## src/rtl/bcd_timer_core.sv

```systemverilog
// bcd_timer_core: two-digit BCD up/down timer with start/stop/clear/load control.
// Ports:
//   clk, rst          clock; asynchronous active-high reset
//   start/stop/clr/load one-cycle control requests (priority clr > load > stop > start)
//   dir               0 = count up, 1 = count down, sampled on each tick
//   pre1/pre2         preset tens/ones digits (BCD, clamped to 9 on load)
//   num1/num2         registered tens/ones display digits
//   running           high while in RUN
//   tick_out          one-cycle pulse after each count step
//   done              one-cycle pulse on up-wrap or down-expiry
//   alarm             (only with TIMER_ALARM_EN) ALARM_LEN-cycle pulse on entering DONE
// Optional feature macro: TIMER_ALARM_EN
module bcd_timer_core #(
    parameter int TICK_DIV  = 100000000,
    parameter int WRAP      = 60,
    parameter int ALARM_LEN = 16
) (
    input  logic       clk,
    input  logic       rst,
    input  logic       start,
    input  logic       stop,
    input  logic       clr,
    input  logic       load,
    input  logic       dir,
    input  logic [3:0] pre1,
    input  logic [3:0] pre2,
    output logic [3:0] num1,
    output logic [3:0] num2,
    output logic       running,
    output logic       tick_out,
    output logic       done
`ifdef TIMER_ALARM_EN
    ,
    output logic       alarm
`endif
);
    localparam int DW = $clog2(TICK_DIV);
    localparam logic [3:0] MAX1 = 4'((WRAP - 1) / 10);
    localparam logic [3:0] MAX2 = 4'((WRAP - 1) % 10);

    typedef enum logic [1:0] {IDLE, RUN, PAUSE, DONE} state_t;

    state_t        state, state_n;
    logic [DW-1:0] div, div_n;
    logic [3:0]    n1_n, n2_n, l1, l2;
    logic [6:0]    lval;
    logic          tick_n, done_n, ld_ok;

    assign ld_ok = load && state != RUN;
    assign l1    = (pre1 > 4'd9) ? 4'd9 : pre1;
    assign l2    = (pre2 > 4'd9) ? 4'd9 : pre2;
    assign lval  = 7'(l1) * 7'd10 + 7'(l2);

    always_ff @(posedge clk or posedge rst) begin
        if (rst) begin
            state    <= IDLE;
            div      <= '0;
            num1     <= '0;
            num2     <= '0;
            running  <= 1'b0;
            tick_out <= 1'b0;
            done     <= 1'b0;
        end else begin
            state    <= state_n;
            div      <= div_n;
            num1     <= n1_n;
            num2     <= n2_n;
            running  <= state_n == RUN;
            tick_out <= tick_n;
            done     <= done_n;
        end
    end

    always_comb begin
        state_n = state;
        div_n   = div;
        n1_n    = num1;
        n2_n    = num2;
        tick_n  = 1'b0;
        done_n  = 1'b0;
        if (clr) begin
            state_n = IDLE;
            div_n   = '0;
            n1_n    = '0;
            n2_n    = '0;
        end else if (ld_ok) begin
            state_n = IDLE;
            div_n   = '0;
            {n1_n, n2_n} = (lval >= 7'(WRAP)) ? {MAX1, MAX2} : {l1, l2};
        end else if (stop && state == RUN) begin
            state_n = PAUSE;
        end else if (start && state == IDLE) begin
            div_n = '0;
            // Starting a down-count from 00 expires immediately.
            if (dir && num1 == 4'd0 && num2 == 4'd0) begin
                state_n = DONE;
                done_n  = 1'b1;
            end else begin
                state_n = RUN;
            end
        end else if (start && state == PAUSE) begin
            state_n = RUN;
        end else if (state == RUN) begin
            if (div == DW'(TICK_DIV - 1)) begin
                div_n  = '0;
                tick_n = 1'b1;
                if (!dir) begin
                    if (num1 == MAX1 && num2 == MAX2) begin
                        n1_n   = '0;
                        n2_n   = '0;
                        done_n = 1'b1;
                    end else if (num2 == 4'd9) begin
                        n2_n = '0;
                        n1_n = num1 + 4'd1;
                    end else begin
                        n2_n = num2 + 4'd1;
                    end
                end else begin
                    // Down from 00 (reachable after an up-wrap) rolls to WRAP-1.
                    if (num1 == 4'd0 && num2 == 4'd0) begin
                        n1_n = MAX1;
                        n2_n = MAX2;
                    end else if (num2 == 4'd0) begin
                        n2_n = 4'd9;
                        n1_n = num1 - 4'd1;
                    end else begin
                        n2_n = num2 - 4'd1;
                        if (num1 == 4'd0 && num2 == 4'd1) begin
                            state_n = DONE;
                            done_n  = 1'b1;
                        end
                    end
                end
            end else begin
                div_n = div + DW'(1);
            end
        end
    end

`ifdef TIMER_ALARM_EN
    localparam int AW = $clog2(ALARM_LEN + 1);

    logic [AW-1:0] acnt;

    always_ff @(posedge clk or posedge rst) begin
        if (rst) begin
            alarm <= 1'b0;
            acnt  <= '0;
        end else if (clr || ld_ok) begin
            alarm <= 1'b0;
            acnt  <= '0;
        end else if (state_n == DONE && state != DONE) begin
            alarm <= 1'b1;
            acnt  <= AW'(ALARM_LEN - 1);
        end else if (alarm) begin
            if (acnt == '0) alarm <= 1'b0;
            else acnt <= acnt - AW'(1);
        end
    end
`endif
endmodule

```

## config.mk

```make
export PLATFORM = sky130hd
export DESIGN_NAME = bcd_timer_core
export DESIGN_NICKNAME = d
export VERILOG_FILES = /design/src/rtl/bcd_timer_core.sv
export SDC_FILE = /design/constraint.sdc
export NUM_CORES = 1
export LEC_CHECK = 0
export ABC_AREA = 1
export CAP_MARGIN = 20
export CORE_ASPECT_RATIO = 1.1
export CORE_UTILIZATION = 50
export DETAILED_ROUTE_END_ITERATION = 7
export GPL_ROUTABILITY_DRIVEN = 0
export PLACE_DENSITY = 0.68
export SLEW_MARGIN = 20
export SYNTH_ARGS = -nofsm -noshare
export SYNTH_HDL_FRONTEND = slang
export SYNTH_SLANG_ARGS = --single-unit
```

## constraint.sdc

```tcl
create_clock -name clk -period 4.19 [get_ports clk]
set_input_delay 0.419 -clock clk [delete_from_list [all_inputs] [get_ports clk]]
set_output_delay 0.419 -clock clk [all_outputs]
set_load 0.05 [all_outputs]
```

==> results of run 1 <==
cell usage after synthesis (all sizes together):
| library cell | number | share of area (%) |
|---|---|---|
| xnor2 | 1 | 0.29 |
| nand2 | 132 | 17 |
| and2 | 1 | 0.21 |
| clkinv | 1 | 0.12 |
| or2 | 2 | 0.41 |
| inv | 64 | 8.0 |
| buf | 4 | 1.3 |
| a31oi | 1 | 0.21 |
| nor3 | 16 | 3.2 |
| fa | 1 | 0.66 |
| o21a | 1 | 0.25 |
| xor2 | 4 | 1.1 |
| nand3b | 1 | 0.25 |
| nand4 | 19 | 3.9 |
| o211ai | 1 | 0.25 |
| o31ai | 1 | 0.25 |
| nand3 | 41 | 6.9 |
| o21bai | 2 | 0.49 |
| a22oi | 1 | 0.25 |
| a21oi | 19 | 3.1 |
| nor3b | 1 | 0.41 |
| a311oi | 1 | 0.29 |
| nor2 | 70 | 9.1 |
| o21ai | 23 | 3.9 |
| ha | 12 | 4.9 |
| dfrtp | 40 | 33 |
| clkbuf | 3 | 0.37 |
per-layer routing:
layer,wire length [um],share of wire [%]
met1,3260,45
met2,3660,51
met3,231,3.2
met4,92,1.3
met5,0,0
report_power, final:
| part | switching (mW) | internal, mW | leakage, nW |
|---|---|---|---|
| Sequential | 0.0324 | 0.402 | 0.549 |
| Clock | 0.138 | 0.113 | 0.0400 |
| Combinational | 0.209 | 0.106 | 1.01 |
| Total | 0.380 | 0.621 | 1.60 |
state kept, by name, indices dropped and copies added (netlist names):
name / count
running: 1
done: 1
div: 27
num1: 4
tick_out: 1
state: 2
num2: 4
worst register-to-register path: stages, from the launching register on:
cell     delay, ns
dfrtp_1       0.35
ha_1          0.19
inv_1         0.06
nor2_1        0.19
nand2_1       0.14
nor2_1        0.20
nand2_1       0.16
nand2_1       0.15
nand2_2       0.18
inv_2         0.29
nor2_1        0.09
o21a_1        0.11
metrics by stage:
stage          total power, mW  worst slack [ns]  instance area [um^2]  hold WS, ns  instances
4_1_cts                   1.01              1.25                  3440        0.542        566
5_1_grt                   1.06              1.04                  3440        0.567        566
3_3_place_gp             0.756              1.03                  3360        0.524        559
2_1_floorplan            0.666              1.69                  3050        0.490        463
6_report                  1.00              1.24                  3440        0.539        566
3_5_place_dp             0.756             0.941                  3360        0.530        559
cell usage in the layout (no fill, tap or decap), types with 2 or more instances in the layout:
master,count
nand2_1,126
nor2_2,3
dfrtp_1,40
inv_2,2
nor2_1,66
nand2_4,3
nand3_1,40
o21bai_1,2
nand4_1,19
a21oi_1,19
clkbuf_8,5
nor3_1,14
ha_1,12
inv_1,61
nand2_2,3
xor2_1,4
or2_2,2
clkdlybuf4s50_1,25
o21ai_0,17
o21ai_1,5
logic make-up (layout without fill, tap and decap cells):
logic type	count (synthesis)	after routing	share of synthesized area [%]
compound gates	50	50	8.98
xor+xnor	5	5	1.43
fa+ha+maj	13	13	5.57
buf+inv	72	98	9.71
flops	40	40	32.8
simple gates	283	283	41.5
final timing paths:
path | from | end | slack (ns) | cells past startpoint
worst min register to register | div[12]$_DFFE_PP0P_ | div[12]$_DFFE_PP0P_ | 0.54 | 1
worst min-delay path | rst | div[24]$_DFFE_PP0P_ | 0.54 | 3
max in group asynchronous | rst | div[10]$_DFFE_PP0P_ | 3.29 | 3
worst max-delay path | pre1[3] | num1[3]$_DFFE_PP0P_ | 1.24 | 15
worst max register to register | div[0]$_DFFE_PP0P_ | div[15]$_DFFE_PP0P_ | 1.98 | 11
min in group clk | div[12]$_DFFE_PP0P_ | div[12]$_DFFE_PP0P_ | 0.54 | 1
layout make-up:
cell class                      count  area [um^2]  area share, %
Sequential cell                    40         1000           29.1
Tap cell                           77         96.3           2.80
Clock inverter                      2         12.5          0.364
Timing Repair Buffer               26          258           7.50
Clock buffer                        5         68.8           2.00
Multi-Input combinational cell    351         1760           51.1
Inverter                           65          246           7.17
==> metrics.yaml, run 1 <==
grt:
  grt_start_max_net_pins: 41
  grtUsageMet3_pct: 3.93
  grtUsageMet2_pct: 44.1
  met1_usage_pct: 29.1
  grt_pass1_wl_um: 12600
  grt_overflow: 0
  antenna_found_initial: 0
  grt.busiest_layer: "met2"
  grtUsageTotal_pct: 24.3
  grt_pass1_vias: 2851
cts:
  cts.clk_slew.worst_paths_ns: 0.08
  numCtsBuffers: 5
  clockBufferDepth: 2
  hold_buffers: 0
  clock_sink_count: 40
  cts_tree: "built"
  root_buffer: "clkbuf_8"
  insertion_delay_ns: 0.29
  post_cts_buffers: 0
  cts.repair.resized: 0
  h-tree-depth: 2
routing:
  drc: 0
  firstDrtPassIters: 4
  wire_per_inst_um: 12.8
  final_antenna_net_count: 0
  num_vias: 2928
  wl_um: 7240
  avgViaCountPerCell: 5.17
  drt_iter0_markers: 179
floorplanning:
  core_area_um2: 5840
  die_area_um2: 6420
  ios: 26
  die_w_um: 76.5
  initial_core_util_pct: 52.3
  die_h_um: 84.0
  rows: 29
yosys:
  synthesis.area_um2: 3050
  yosys_warnings: 0
  synth_cell_type_count: 39
  synth-seq-cells: 40
  ys_seq_area_share_pct: 32.8
  syn_nets: 491
  syn_inst: 463
  avgSynthCellArea_um2: 6.59
sta:
  clock-skew-final_ns: 0.00604
  timing.setup.tns_ns: 0
  period_needed_ns: 2.95
  setup_viol: 0
  worst_slew_pin_slew_ns: 0.505
  rsz0062_at_grt: "no"
  fmax_ghz: 0.339
  relSlewSlack_pct: 66.3
  finalCritPeriodShare_pct: 70.3
  hold_viol: 0
  drv_slew: 0
setup_path:
  start_kind: "input port"
  crit_chain: "clkdlybuf4s50_1 > o21ai_0 > and2_1 > ha_1 > ha_1 > ha_1 > nand2_1 > or2_2 > nand2_1 > nand2_1 > nand2_1 > nand3_1 > nand2_1 > nand2_1 > nand2_1"
  cpMaxStageDelayCell: "clkdlybuf4s50_1"
  required_ns: 4.42
  path_buf_inv: 1
  cp_slowest_stage_delay_ns: 0.55
  crit_type: "in -> reg"
  path_delay_family: "simple AND/OR/NAND/NOR gates"
  path_max_fanout: 8
  cp.arrival_ns: 3.18
  critPathCaptureType: "flip-flop"
  cpMostUsedCell: "nand2_1"
layout:
  nets: 517
  final_util_pct: 58.9
  drive_gt1_share_pct: 5.73
  areaGrowthSynthToFinish_pct: 12.6
  fill_cells: 571
  antenna_cells: 0
placed_design:
  io_buffer_count: 25
  hpwl_um: 5590
hold_path:
  hold_path_class: "in -> async"
power_and_ir_drop:
  powerDensity_nw_per_um2: 291
  peakVddDrop_mv: 0.152
  p_leak_nw: 1.60
status:
  outcome: "completed"
job:
  max-cap-violations: 0
(Power assumes the default switching activity.)
==> inputs of run 2 (changes only) <==
Clock period 4.19 ns to 2.8 ns, I/O delays scaled along.
==> run 2 against run 1 <==
Compared with the run above: clock skew grew 0.0015 ns; count of clock-buffer cells in the layout is 1 higher; cell count is 1.1% higher; critical endpoint is now num2[3]$_DFFE_PP0P_; register-to-register slack worse by 1.2 ns; critical path type unchanged; worst setup slack got worse by 0.95 ns; hold slack worse by 0.13 ns; clock power rose by 47%; die area did not move; sequential cell count is the same; design area rose by 1.4%.
==> metrics.yaml, run 2 (synthesis results as in run 1) <==
status:
  outcome: "completed"
placed_design:
  dp_slack_ns: -0.0903
  dp_cells: 565
  dpl-instance-area_um2: 3400
  io_buffer_count: 25
  hpwl_um: 5640
sta:
  drv_slew: 0
  hold_viol: 0
  rsz0062_at_grt: "no"
  period_needed_ns: 2.50
  fin_ws_ns: 0.297
  worst_slew_pin_slew_ns: 0.508
  relSlewSlack_pct: 65.9
  setup_viol: 0
  finalCritPeriodShare_pct: 89.4
  clock-skew-final_ns: 0.00757
  fmax_ghz: 0.400
cts:
  cts_tree: "built"
  root_buffer: "clkbuf_8"
  clock_sink_count: 40
  clockBufferDepth: 2
  insertion_delay_ns: 0.29
  cts.clk_slew.worst_paths_ns: 0.08
  h-tree-depth: 2
  numCtsBuffers: 5
setup_path:
  critPathCaptureType: "flip-flop"
  cp_slowest_stage_delay_ns: 0.42
  start_kind: "input port"
  path_delay_family: "simple AND/OR/NAND/NOR gates"
  cpMostUsedCell: "nand2_1"
  crit_chain: "clkdlybuf4s50_1 > o21ai_0 > and2_1 > ha_1 > ha_1 > ha_1 > nand2_1 > or2_2 > nand2_1 > nand2_1 > nand2_2 > nand4_1 > nand2_1 > nand2_1"
  path_buf_inv: 1
  path_max_fanout: 8
  cp.arrival_ns: 2.69
  crit_type: "in -> reg"
  cpMaxStageDelayCell: "clkdlybuf4s50_1"
  required_ns: 2.99
floorplanning:
  rows: 29
  ios: 26
  die_h_um: 84.0
  die_w_um: 76.5
  initial_core_util_pct: 52.3
  core_area_um2: 5840
  die_area_um2: 6420
power_and_ir_drop:
  peakVddDrop_mv: 0.239
  powerDensity_nw_per_um2: 430
  p_sw_mw: 0.562
  seqPwrFrac_pct: 43.3
  clock_power_share_pct: 24.6
  p_int_mw: 0.939
  p_leak_nw: 1.63
  sw_frac_of_total_pct: 37.5
  comb_power_share_pct: 32.1
  finalPower_mw: 1.50
grt:
  grtUsageTotal_pct: 25.4
  antenna_found_initial: 0
  grt_start_max_net_pins: 41
  grt_pass1_vias: 3073
  grt_overflow: 0
  grt_pass1_wl_um: 13300
layout:
  largest_register_ffs: 27
  largestRegisters: "div: 27 flops, num1: 4 flops, num2: 4 flops"
  fill_cells: 586
  mostFrequentLayoutCell: "nand2_1"
  antenna_cells: 0
  final_cell_mix: "nand2_1 (125), nor2_1 (66), inv_1 (61)"
  drive_gt1_share_pct: 7.07
  layout.cells.non_filler: 572
  areaGrowthSynthToFinish_pct: 14.2
  finalInstanceArea_um2: 3490
  nets: 523
  top_register: "div"
routing:
  firstDrtPassIters: 4
  wl_um: 7340
  wire_per_inst_um: 12.8
  wl_met1_um: 3200
  drt_iter0_markers: 151
  avgViaCountPerCell: 5.28
  num_vias: 3022
  final_antenna_net_count: 0
  highest_layer: "met4"
  wl_met3_um: 202
  met2WireLength_um: 3850
  drc: 0
hold_path:
  hold_path_class: "in -> async"
job:
  max-cap-violations: 0
-- run 2: metrics by stage --
step | util (%) | setup TNS, ns | hold slack (ns)
2_1_floorplan | - | 0 | 0.351
3_3_place_gp | 58.2 | -0.103 | 0.519
3_5_place_dp | 58.2 | -0.592 | 0.533
4_1_cts | 59.6 | 0 | 0.431
5_1_grt | 59.7 | 0 | 0.494
6_report | 59.7 | 0 | 0.409
-- run 2: power by group through the flow --
stage                     clock network [mW]  registers [mW]  logic [mW]
after floorplan                            0           0.716       0.280
after global placement                     0           0.660       0.477
after detailed placement                   0           0.658       0.481
after CTS                              0.376           0.649       0.483
after global routing                   0.399           0.654       0.544
final                                  0.369           0.649       0.482
-- run 2: worst register-to-register path: stages (launching register included) --
cell	delay, ns
dfrtp_1	0.36
ha_1	0.19
inv_1	0.06
nor2_1	0.21
nand2_1	0.15
nor2_1	0.22
nand2_1	0.16
nand2_1	0.14
nand2_2	0.07
inv_2	0.22
nor2_1	0.09
o21a_1	0.10
-- run 2: worst paths after layout --
path                       slack, ns  depth (start not counted)           startpoint                  end
max                             0.30                         14              pre1[2]  num2[3]$_DFFE_PP0P_
min                             0.41                          3                  rst  div[24]$_DFFE_PP0P_
max reg2reg                     0.74                         11   div[0]$_DFFE_PP0P_  div[15]$_DFFE_PP0P_
min reg2reg                     0.55                          1  div[12]$_DFFE_PP0P_  div[12]$_DFFE_PP0P_
max in group asynchronous       2.04                          3                  rst   tick_out$_DFF_PP0_
min in group clk                0.55                          1  div[12]$_DFFE_PP0P_  div[12]$_DFFE_PP0P_
-- run 2: final cells by class --
cell class,instances,area [um^2],area share [%]
multi-input combinational,351,1760,50.6
sequential,40,1000,28.7
inverter,65,246,7.07
clock buffer,6,72.6,2.08
clock inverter,1,5.00,0.144
tap,77,96.3,2.76
timing repair buffer,32,303,8.68
-- run 2: per-layer routing --
layer  up-vias  global-route usage [%]
met4         0                    7.52
met2        68                    48.6
met1      1399                    29.3
li1       1548                       -
met5         -                       0
met3         7                    2.62
-- run 2: what timing repair did --
item                       in CTS  in global routing
setup buffers                   0                  0
resized for setup               0                  2
hold buffers                    0                  0
setup endpoints to repair       0                  8
==> inputs of run 3 (changes only) <==
Settings changed: CORE_MARGIN from default to 4, GPL_TIMING_DRIVEN from default to 0.
==> run 3 against run 2 <==
Compared with the run above: cell count is 0.17% higher; critical path depth is 1 higher; sequential cell count stayed put; routed wire length is 1.0% lower; via count is 0.20% lower; first-iteration DRC count is 9.3% lower; critical path type unchanged.
==> metrics.yaml, run 3 (synthesis results as in run 1) <==
cts:
  insertion_delay_ns: 0.29
  clockBufferDepth: 2
  root_buffer: "clkbuf_8"
  cts.clk_slew.worst_paths_ns: 0.08
  hold_buffers: 0
  numCtsBuffers: 5
  clock_sink_count: 40
  cts_tree: "built"
  h-tree-depth: 2
layout:
  largestRegisters: "div: 27 flops, num1: 4 flops, num2: 4 flops"
  drive_gt1_share_pct: 7.26
  antenna_cells: 0
  layout.cells.non_filler: 573
  nets: 524
  top_register: "div"
  areaGrowthSynthToFinish_pct: 15.5
  mostFrequentLayoutCell: "nand2_1"
  final_cell_mix: "nand2_1 (125), nor2_1 (66), inv_1 (60)"
  largest_register_ffs: 27
routing:
  wl_um: 7260
  final_antenna_net_count: 0
  wire_per_inst_um: 12.7
  drt_iter0_markers: 137
  avgViaCountPerCell: 5.26
  drc: 0
  num_vias: 3016
  firstDrtPassIters: 5
placed_design:
  dp_cells: 566
  io_buffer_count: 25
  dp_slack_ns: -0.303
  hpwl_um: 5750
setup_path:
  worstReg2RegEnd: "div[5]$_DFFE_PP0P_"
  r2r_cells: 13
  cp.arrival_ns: 2.86
  required_ns: 3.03
  crit_chain: "clkdlybuf4s50_1 > o21ai_1 > and2_2 > ha_1 > ha_1 > ha_1 > nand2_1 > or2_2 > nand2_1 > nand2_1 > nand2_2 > nand3_1 > nand2_1 > nand2_1 > nand2_1"
  path_max_fanout: 8
  worstReg2RegStart: "div[0]$_DFFE_PP0P_"
  cpMaxStageDelayCell: "clkdlybuf4s50_1"
  crit_type: "in -> reg"
  start_kind: "input port"
  critPathCaptureType: "flip-flop"
  cp_slowest_stage_delay_ns: 0.49
  cpMostUsedCell: "nand2_1"
  r2r_slack_ns: 0.81
sta:
  worst_slew_pin_slew_ns: 0.521
  fmax_ghz: 0.381
  setup_viol: 0
  clock-skew-final_ns: 0.00879
  rsz0062_at_grt: "no"
  period_needed_ns: 2.62
  hold_viol: 0
  finalCritPeriodShare_pct: 93.7
  fin_hold_ws_ns: 0.265
  relSlewSlack_pct: 65.1
  drv_slew: 0
  fin_ws_ns: 0.177
grt:
  antenna_found_initial: 0
  grt_pass1_vias: 2918
  grt_start_max_net_pins: 28
  grt_overflow: 0
  grt_pass1_wl_um: 12700
  grtUsageTotal_pct: 21.4
floorplanning:
  rows: 29
  die_area_um2: 7420
  die_h_um: 90.0
  core_area_um2: 5840
  ios: 26
  initial_core_util_pct: 52.3
  die_w_um: 82.5
job:
  max-cap-violations: 0
hold_path:
  hold_path_class: "in -> async"
power_and_ir_drop:
  p_leak_nw: 1.65
  peakVddDrop_mv: 0.293
  powerDensity_nw_per_um2: 439
status:
  outcome: "completed"
run 3: cell types whose count changed in the layout (fill, tap and decap cells not counted), sizes merged:
cell and change:
clkdlybuf4s50 -1, buf -2, clkbuf +4, clkinv -1
dlymetal6s2s +1
run 3: cell type report:
| type | instances | area [um^2] |
|---|---|---|
| Fill cell | 596 | 2310 |
| Multi-Input combinational cell | 351 | 1760 |
| Sequential cell | 40 | 1000 |
| Timing Repair Buffer | 26 | 273 |
| Inverter | 65 | 246 |
| Clock buffer | 7 | 96.3 |
| Tap cell | 77 | 96.3 |
| Buffer | 7 | 50.0 |
run 3: routing by layer:
metal	routed length [um]	part of all wire [%]	global-route usage, %
met2	3730	51	37.0
met4	170	2.3	7.08
met1	3070	42	26.2
met3	284	3.9	3.50
met5	0	0	0
run 3: where the power goes:
| part | internal [mW] | switching, mW |
|---|---|---|
| logic | 0.174 | 0.321 |
| clock network | 0.220 | 0.196 |
| registers | 0.602 | 0.0345 |
| total | 0.996 | 0.551 |
run 3: repair_timing:
action / CTS / global route
hold endpoints to repair: 0 / 0
endpoints found under the setup margin: 1 / 8
setup buffers: 0 / 0
gates resized for setup: 1 / 4
run 3: worst max path at each step:
stage | from | to | depth (start not counted) | slack, ns
2_1_floorplan | pre1[2] | num1[2]$_DFFE_PP0P_ | 13 | 0.44
3_3_place_gp | pre1[2] | num1[0]$_DFFE_PP0P_ | 14 | -0.34
3_5_place_dp | pre1[2] | num1[1]$_DFFE_PP0P_ | 15 | -0.30
4_1_cts | pre1[3] | num1[1]$_DFFE_PP0P_ | 15 | 0.005
5_1_grt | pre1[2] | num1[1]$_DFFE_PP0P_ | 15 | 0.01
6_report | pre1[2] | num1[1]$_DFFE_PP0P_ | 15 | 0.18
run 3: worst max-delay path, delay by kind of cell:
kind	cells	cell delay, ns
compound gates	1	0.10
fa+ha+maj	3	0.79
buf+inv	1	0.49
simple gates	10	1.19
run 3: through the flow:
step	power [mW]	utilization, %	instance area (um^2)	TNS (ns)
after floorplan	0.996	-	3050	0
after global placement	1.13	58.2	3400	-2.42
after detailed placement	1.14	58.5	3420	-2.14
after CTS	1.56	60.2	3520	0
after global routing	1.66	60.4	3530	0
final	1.55	60.4	3530	0
